==> src/rtl/pipeline_hazard_controller_pkg.sv <==
// Shared definitions for the hazard controller: opcodes, field
// positions and the {wr, dest} scoreboard entry.
package pipeline_hazard_controller_pkg;

  localparam int INSTR_W = 20;
  localparam int FIELD_W = 4;

  localparam int OPC_LSB = 16;
  localparam int RD_LSB  = 12;
  localparam int RA_LSB  = 8;
  localparam int RB_LSB  = 4;

  localparam logic [3:0] OP_NOP   = 4'b0000;
  localparam logic [3:0] OP_STORE = 4'b1100;

  typedef struct packed {
    logic       wr;
    logic [3:0] dest;
  } sb_entry_t;

endpackage

==> src/rtl/pipeline_hazard_controller_reg_field_decode.sv <==
// Register-field decoder: instruction -> source regs, use flags,
// write flag and destination. Purely combinational.
module reg_field_decode
  import pipeline_hazard_controller_pkg::*;
(
  input  logic [INSTR_W-1:0] instruction,
  output logic [3:0]         src1,
  output logic [3:0]         src2,
  output logic               src1_used,
  output logic               src2_used,
  output logic               wr,
  output logic [3:0]         dest
);

  logic [3:0] opcode;
  logic [3:0] f_rd;
  logic [3:0] f_a;
  logic [3:0] f_b;
  logic [3:0] unused_low;

  assign opcode     = instruction[OPC_LSB +: FIELD_W];
  assign f_rd       = instruction[RD_LSB +: FIELD_W];
  assign f_a        = instruction[RA_LSB +: FIELD_W];
  assign f_b        = instruction[RB_LSB +: FIELD_W];
  assign unused_low = instruction[3:0];
  assign dest       = f_rd;

  always_comb begin
    src1      = f_a;
    src2      = f_b;
    src1_used = 1'b0;
    src2_used = 1'b0;
    wr        = 1'b0;
    unique case (1'b1)
      (opcode == OP_NOP): begin
      end
      // Stores read their address register from the rd slot.
      (opcode == OP_STORE): begin
        src1      = f_rd;
        src2      = f_a;
        src1_used = 1'b1;
        src2_used = 1'b1;
      end
      default: begin
        src1_used = 1'b1;
        src2_used = 1'b1;
        wr        = 1'b1;
      end
    endcase
  end

endmodule

==> src/rtl/pipeline_hazard_controller.sv <==
// RAW hazard detection and ID/EX issue control.
// In: clock, reset, id_valid, id_instruction, flush.
// Out: stall, ex_instruction, ex_valid, stall_count.
module pipeline_hazard_controller
  import pipeline_hazard_controller_pkg::*;
#(
  parameter int PIPE_DEPTH = 3,
  parameter int CNT_W      = 16
) (
  input  logic               clock,
  input  logic               reset,
  input  logic               id_valid,
  input  logic [INSTR_W-1:0] id_instruction,
  input  logic               flush,
  output logic               stall,
  output logic [INSTR_W-1:0] ex_instruction,
  output logic               ex_valid,
  output logic [CNT_W-1:0]   stall_count
);

  localparam logic [CNT_W-1:0] CNT_ONE = 1;
  localparam logic [CNT_W-1:0] CNT_MAX = '1;

  sb_entry_t sb [PIPE_DEPTH];

  logic [3:0] id_src1;
  logic [3:0] id_src2;
  logic       id_src1_used;
  logic       id_src2_used;
  logic       unused_id_wr;
  logic [3:0] unused_id_dest;

  logic [3:0] unused_iss_src1;
  logic [3:0] unused_iss_src2;
  logic       unused_iss_src1_used;
  logic       unused_iss_src2_used;
  logic       iss_wr;
  logic [3:0] iss_dest;

  logic               hazard;
  logic               live;
  logic               issue;
  logic [INSTR_W-1:0] iss_instr;

  reg_field_decode u_id_dec (
    .instruction (id_instruction),
    .src1        (id_src1),
    .src2        (id_src2),
    .src1_used   (id_src1_used),
    .src2_used   (id_src2_used),
    .wr          (unused_id_wr),
    .dest        (unused_id_dest)
  );

  // A bubble is all-zero, i.e. a NOP, so it decodes to wr = 0.
  assign iss_instr = issue ? id_instruction : '0;

  reg_field_decode u_iss_dec (
    .instruction (iss_instr),
    .src1        (unused_iss_src1),
    .src2        (unused_iss_src2),
    .src1_used   (unused_iss_src1_used),
    .src2_used   (unused_iss_src2_used),
    .wr          (iss_wr),
    .dest        (iss_dest)
  );

  always_comb begin
    hazard = 1'b0;
    for (int i = 0; i < PIPE_DEPTH; i++) begin
      if (sb[i].wr &&
          ((id_src1_used && sb[i].dest == id_src1) ||
           (id_src2_used && sb[i].dest == id_src2)))
        hazard = 1'b1;
    end
  end

  // Flush overrides a pending hazard: no stall, bubble issued.
  assign live  = id_valid && !flush;
  assign stall = live && hazard;
  assign issue = live && !hazard;

  always_ff @(posedge clock or posedge reset) begin
    if (reset) begin
      for (int i = 0; i < PIPE_DEPTH; i++)
        sb[i] <= '0;
      ex_instruction <= '0;
      ex_valid       <= 1'b0;
      stall_count    <= '0;
    end else begin
      sb[0] <= '{wr: iss_wr, dest: iss_dest};
      for (int i = 1; i < PIPE_DEPTH; i++)
        sb[i] <= sb[i-1];
      ex_instruction <= iss_instr;
      ex_valid       <= issue;
      if (stall && stall_count != CNT_MAX)
        stall_count <= stall_count + CNT_ONE;
    end
  end

endmodule

==> config.mk <==
export PLATFORM = sky130hd
export DESIGN_NAME = pipeline_hazard_controller
export DESIGN_NICKNAME = d
export VERILOG_FILES = /design/src/rtl/pipeline_hazard_controller_pkg.sv /design/src/rtl/pipeline_hazard_controller_reg_field_decode.sv /design/src/rtl/pipeline_hazard_controller.sv
export SDC_FILE = /design/constraint.sdc
export NUM_CORES = 1
export LEC_CHECK = 0
export CAP_MARGIN = 15
export CORE_MARGIN = 8
export CORE_UTILIZATION = 60
export DETAILED_ROUTE_END_ITERATION = 12
export DONT_BUFFER_PORTS = 1
export PLACE_DENSITY_LB_ADDON = 0.2
export SLEW_MARGIN = 20
export SYNTH_ARGS = -nofsm -noshare
export SYNTH_HDL_FRONTEND = slang
export SYNTH_SLANG_ARGS = --single-unit
==> constraint.sdc <==
create_clock -name clock -period 3 [get_ports clock]
set_input_delay 0.45 -clock clock [delete_from_list [all_inputs] [get_ports clock]]
set_output_delay 0.45 -clock clock [all_outputs]
set_load 0.01 [all_outputs]
Word-level counts from Yosys, hierarchy flattened. Cells that the tools add are included.

Bits in registers: 52. Input port bits: 24. Output and inout bits: 38. Logic and storage cells: 48.

Add/subtract/negate cells: 1. Eq/ne operators: 9. Multiplexer cells: 8. Reduce and logical (&&, ||, !) cells: 21.

Operators with widths (number): $eq A4 B4 Y1 (6); $mux W20 (1); $add A16 B1 Y16 const B (1); $ne A16 B16 Y1 const B (1); $logic_and A1 B1 Y1 (13); $eq A4 B4 Y1 const B (2); $logic_not A4 Y1 (2); $mux W4 (2); $mux W1 (5); $logic_or A1 B1 Y1 (3); $logic_not A1 Y1 (2); $reduce_or A2 Y1 (1).

Longest topological paths before layout.
Word-level depth: 15. Mapped depth: 11. Mapped depth without buffers: 8.

Cells and area by module. From an unflattened synthesis, not the netlist that was laid out.

Cell total of the unflattened synthesis: 213. Area, all modules: 2590.0 µm².

Modules (own cells, without submodules): pipeline_hazard_controller (instances 1, cells each 177, area each 2177.1 µm², seq. area each 1301.2 µm²); reg_field_decode (instances 2, cells each 18, area each 206.4 µm², seq. area each 0.0 µm²).

Least setup slack after synthesis. Ideal clock, no wire load.

Path type: in2out. Start: in id_instruction[10]. End: out stall. Arrival: 2.047 ns. Data required time: 2.550 ns. Path slack: 0.503 ns. Stages: 8. Buffers on the path: 2. Path through: buf_2 > xor2_1 > or3_1 > o32ai_1 > o211ai_1 > and4_4 > a21oi_4 > buf_12.

Cells in the longest elaborated chain, start to end: 9. Elaborated cells on any way between the ends: 24. Those cells by class: eq/ne: 6; mux: 5; reduce/logical: 13.

RTL lines: start: declaration (line pipeline_hazard_controller.sv:13) `input logic [INSTR_W-1:0] id_instruction,`; $mux W4 (line pipeline_hazard_controller_reg_field_decode.sv:34) `unique case (1'b1)`; $eq A4 B4 Y1, on equally long branches (line pipeline_hazard_controller.sv:72, pipeline_hazard_controller.sv:73); $logic_and A1 B1 Y1, on equally long branches (line pipeline_hazard_controller.sv:72, pipeline_hazard_controller.sv:73); $logic_or A1 B1 Y1 (line pipeline_hazard_controller.sv:72) `((id_src1_used && sb[i].dest == id_src1) ||`; $logic_and A1 B1 Y1 (line pipeline_hazard_controller.sv:71) `if (sb[i].wr &&`; $mux W1 (2 in series) (line pipeline_hazard_controller.sv:71); $mux W1 (*) (line pipeline_hazard_controller.sv:71); $logic_and A1 B1 Y1 (*) (line pipeline_hazard_controller.sv:80) `assign stall = live && hazard;`; end: declaration (line pipeline_hazard_controller.sv:15) `output logic stall,`.

Mark *: on every way between the ends. The rest lies on a longest branch, timed or not.

Worst setup path in the final report.
Start: reg sb[5] (netlist bit). End: out stall.

Cells in the longest elaborated chain, start to end: 7. Elaborated cells on any way between the ends: 9. Those cells by class: eq/ne: 2; mux: 2; reduce/logical: 5.

RTL lines: start: declaration (line pipeline_hazard_controller.sv:24) `sb_entry_t sb [PIPE_DEPTH];`; start signal: indexed assignment (line pipeline_hazard_controller.sv:93) `sb[i] <= sb[i-1];`; $eq A4 B4 Y1, on equally long branches (line pipeline_hazard_controller.sv:72, pipeline_hazard_controller.sv:73); $logic_and A1 B1 Y1, on equally long branches (line pipeline_hazard_controller.sv:72, pipeline_hazard_controller.sv:73); $logic_or A1 B1 Y1 (*) (line pipeline_hazard_controller.sv:72); $logic_and A1 B1 Y1 (*) (line pipeline_hazard_controller.sv:71); $mux W1 (*) (2 in series) (line pipeline_hazard_controller.sv:71); $logic_and A1 B1 Y1 (*) (line pipeline_hazard_controller.sv:80).

Marked as above.

==> results.py <==
metrics = {
    "layout": {
        "nets": 267,
        "fin_cells": 295,
        "final_area_sq_mm": 0.00271,
        "fillCellCount": 331,
        "fin_util_pct": 63.5,
        "area_growth_pct": 4.39,
        "n_antenna_cell": 0,
        "drive_gt1_share_pct": 15.2,
        "multi_input_area_sq_mm": 0.00124,
        "final-seq-area_sq_mm": 0.00120,
    },
    "power": {
        "p_leak_nw": 1.19,
        "ir_worst_vdd_v": 0.000396,
        "power-per-cell-area_mw_per_mm2": 492,
    },
    "floorplan": {
        "die_w_um": 81.8,
        "die_h_um": 81.8,
        "dieArea_sq_mm": 0.00669,
        "pin_count": 62,
        "initial_core_util_pct": 60.9,
        "rows": 24,
        "coreArea_sq_mm": 0.00426,
    },
    "timing": {
        "setup-violations-final": 0,
        "fin_skew_ns": 0.00675,
        "worstMarginPinSlew_ns": 0.790,
        "worst_hold_slack_ns": 0.148,
        "final-hold-violation-count": 0,
        "rsz0062_at_grt": "false",
        "setup_tns_ns": 0,
        "period_minus_slack_ns": 2.83,
        "slew_headroom_pct": 47.3,
        "fmax_mhz": 354,
        "min_period_over_period_pct": 94.2,
        "slew_viol_final": 0,
    },
    "detailed_routing": {
        "dr.pass1.iters": 4,
        "via_per_inst": 6.11,
        "antenna_left": 0,
        "drc_errors": 0,
        "drt_iter0_drc": 212,
        "routed_wl_um": 5340,
        "vias": 1801,
        "wl_per_cell_um": 18.1,
    },
    "worst_setup_path": {
        "critical_path_class": "register to output pin",
        "cp_max_fo": 7,
        "cp-end-kind": "output pin",
        "slowest_delay_ns": 0.45,
        "start_kind": "register",
        "required_ns": 2.55,
        "cp.arrival_ns": 2.38,
        "critical_path.cell_chain": "nor2b_1, or3_1, o32ai_1, o211ai_1, and4_4, a21oi_4, buf_4",
        "reg2reg_from": "sb[5]",
        "reg2reg_to": "stall_count[10]",
        "rr_worst_depth": 9,
        "r2r_setup_slack_ns": 0.49,
        "cp_slowest_cell": "dfrtp_1",
    },
    "run": {
        "drv_cap": 0,
    },
    "placed_design": {
        "portBuffers": 0,
        "placed_area_sq_mm": 0.00260,
        "dp_cells": 287,
        "gp_congestion": 0.928,
        "dpl.hpwl_um": 3970,
    },
    "synth": {
        "yosys_warnings": 0,
        "syn_inst": 243,
        "ys_ff_latch": 48,
        "synthArstFlopShare_pct": 100,
        "synth_top_area_cell": "dfrtp_1",
        "synth_area_leaders": "dfrtp_1 (46%), xnor2_1 (6.8%), and2_1 (4.6%)",
        "yosysUniqueCellTypes": 56,
        "ys_seq_area_share_pct": 46.3,
        "netlist_area_sq_mm": 0.00259,
        "synth-edff-count": 0,
        "ys.flop_type": "dfrtp_1",
        "syn-num-nets": 268,
        "synth_top_area_share_pct": 46.3,
        "syn_area_per_cell_sq_um": 10.7,
    },
    "global_routing": {
        "grt_pass1_vias": 1747,
        "grt_start_max_net_pins": 49,
        "grt_pass1_wl_um": 8870,
        "grt_use_total_pct": 17.5,
        "antenna_found_initial": 0,
        "grt_remaining_overflow": 0,
    },
    "status": {
        "status": "complete, no violations",
    },
    "clock_tree": {
        "cts.sinks": 48,
        "numCtsBuffers": 5,
        "clkTransAtPathRegs_ns": 0.08,
        "ctsHoldBuffers": 0,
        "h-tree-depth": 2,
        "insertion_delay_ns": 0.30,
        "cts_setup_buffers": 0,
        "root_buffer": "clkbuf_8",
        "cts_resized": 0,
        "cts_tree": "yes",
        "clock_path_buffers": 2,
    },
    "worst_hold_path": {
        "worstHoldPathType": "input port to async pin",
    },
}
## sequential cells by signal (all words and copies together) (netlist names)
register and flops:
ex_instruction 17, sb 14, stall_count 16, ex_valid 1
## cell families (layout without fill, tap and decap cells)
logic type | after synthesis | in the layout | synth area share, %
flops | 48 | 48 | 46.3
fa+ha+maj | 1 | 1 | 0.482
xor+xnor | 30 | 30 | 10.1
buf+inv | 26 | 26 | 5.93
compound gates | 30 | 30 | 10.7
simple gates | 103 | 103 | 24.4
mux | 5 | 5 | 2.12
## Yosys cell counts (all sizes together) (3+ instances only)
library cell  number
mux2i              4
nand2             11
a2111oi            4
nor3               8
inv               12
dfrtp             48
buf               13
nor4               4
a21oi              5
o221ai             3
nor2b              7
xnor2             20
nand3             19
and2              20
nand4              4
and3               7
nor2               7
xor2              10
nand2b             4
o21ai              4
## layer usage
layer  track usage [%]  share of wire, %
met1              22.1                43
met2              25.7                44
met3              7.44                12
met4              7.54               1.5
met5                 0                 0
## report_power, final
part	internal [W]	switching, W	total (W)
logic	0.0000687	0.0000683	0.000137
registers	0.000682	0.0000550	0.000737
clock network	0.000246	0.000213	0.000459
total	0.000997	0.000336	0.00133
## cell type report
type	instances	share of cell area [%]
sequential	48	44.3
timing repair buffer	6	1.66
inverter	12	1.71
clock buffer	5	2.54
clock inverter	3	1.57
multi-input combinational	169	45.8
tap	52	2.40
## worst max-delay path: cells and delay by family (launching register included)
kind | cells | cell delay, ns
and+or+nand+nor | 3 | 0.79
AOI/OAI and AO/OA | 3 | 0.64
buffers and inverters | 1 | 0.18
DFF | 1 | 0.45
## per-stage QoR
step / total power (W) / worst slack, ns
2_1_floorplan: 0.000865 / 0.503
3_3_place_gp: 0.000886 / 0.402
3_5_place_dp: 0.000889 / 0.333
4_1_cts: 0.00135 / 0.169
5_1_grt: 0.00140 / 0.0499
6_report: 0.00133 / 0.173
## worst max path at each step
stage / to / slack [ns] / from
floorplan: stall / 0.50 / id_instruction[10]
global placement: stall / 0.40 / id_instruction[16]
detailed placement: stall_count[10] / 0.33 / id_instruction[16]
CTS: stall / 0.17 / sb[5]
global route: stall / 0.05 / sb[5]
finish: stall / 0.17 / sb[5]
## cell usage in the layout (no fill, tap or decap), types with 5 or more instances in the layout
cell type  netlist  layout
and2_1          19      19
and3_1           6       6
buf_4            5       6
clkbuf_8         0       5
dfrtp_1         48      48
inv_1           12      11
nand2_1          9       9
nand3_1         12      12
nand3_2          7       7
nor2_1           7       7
nor2b_1          7       7
nor3_1           8       8
xnor2_1         20      20
xor2_1          10      10
Power figures use the tool's default switching activity.
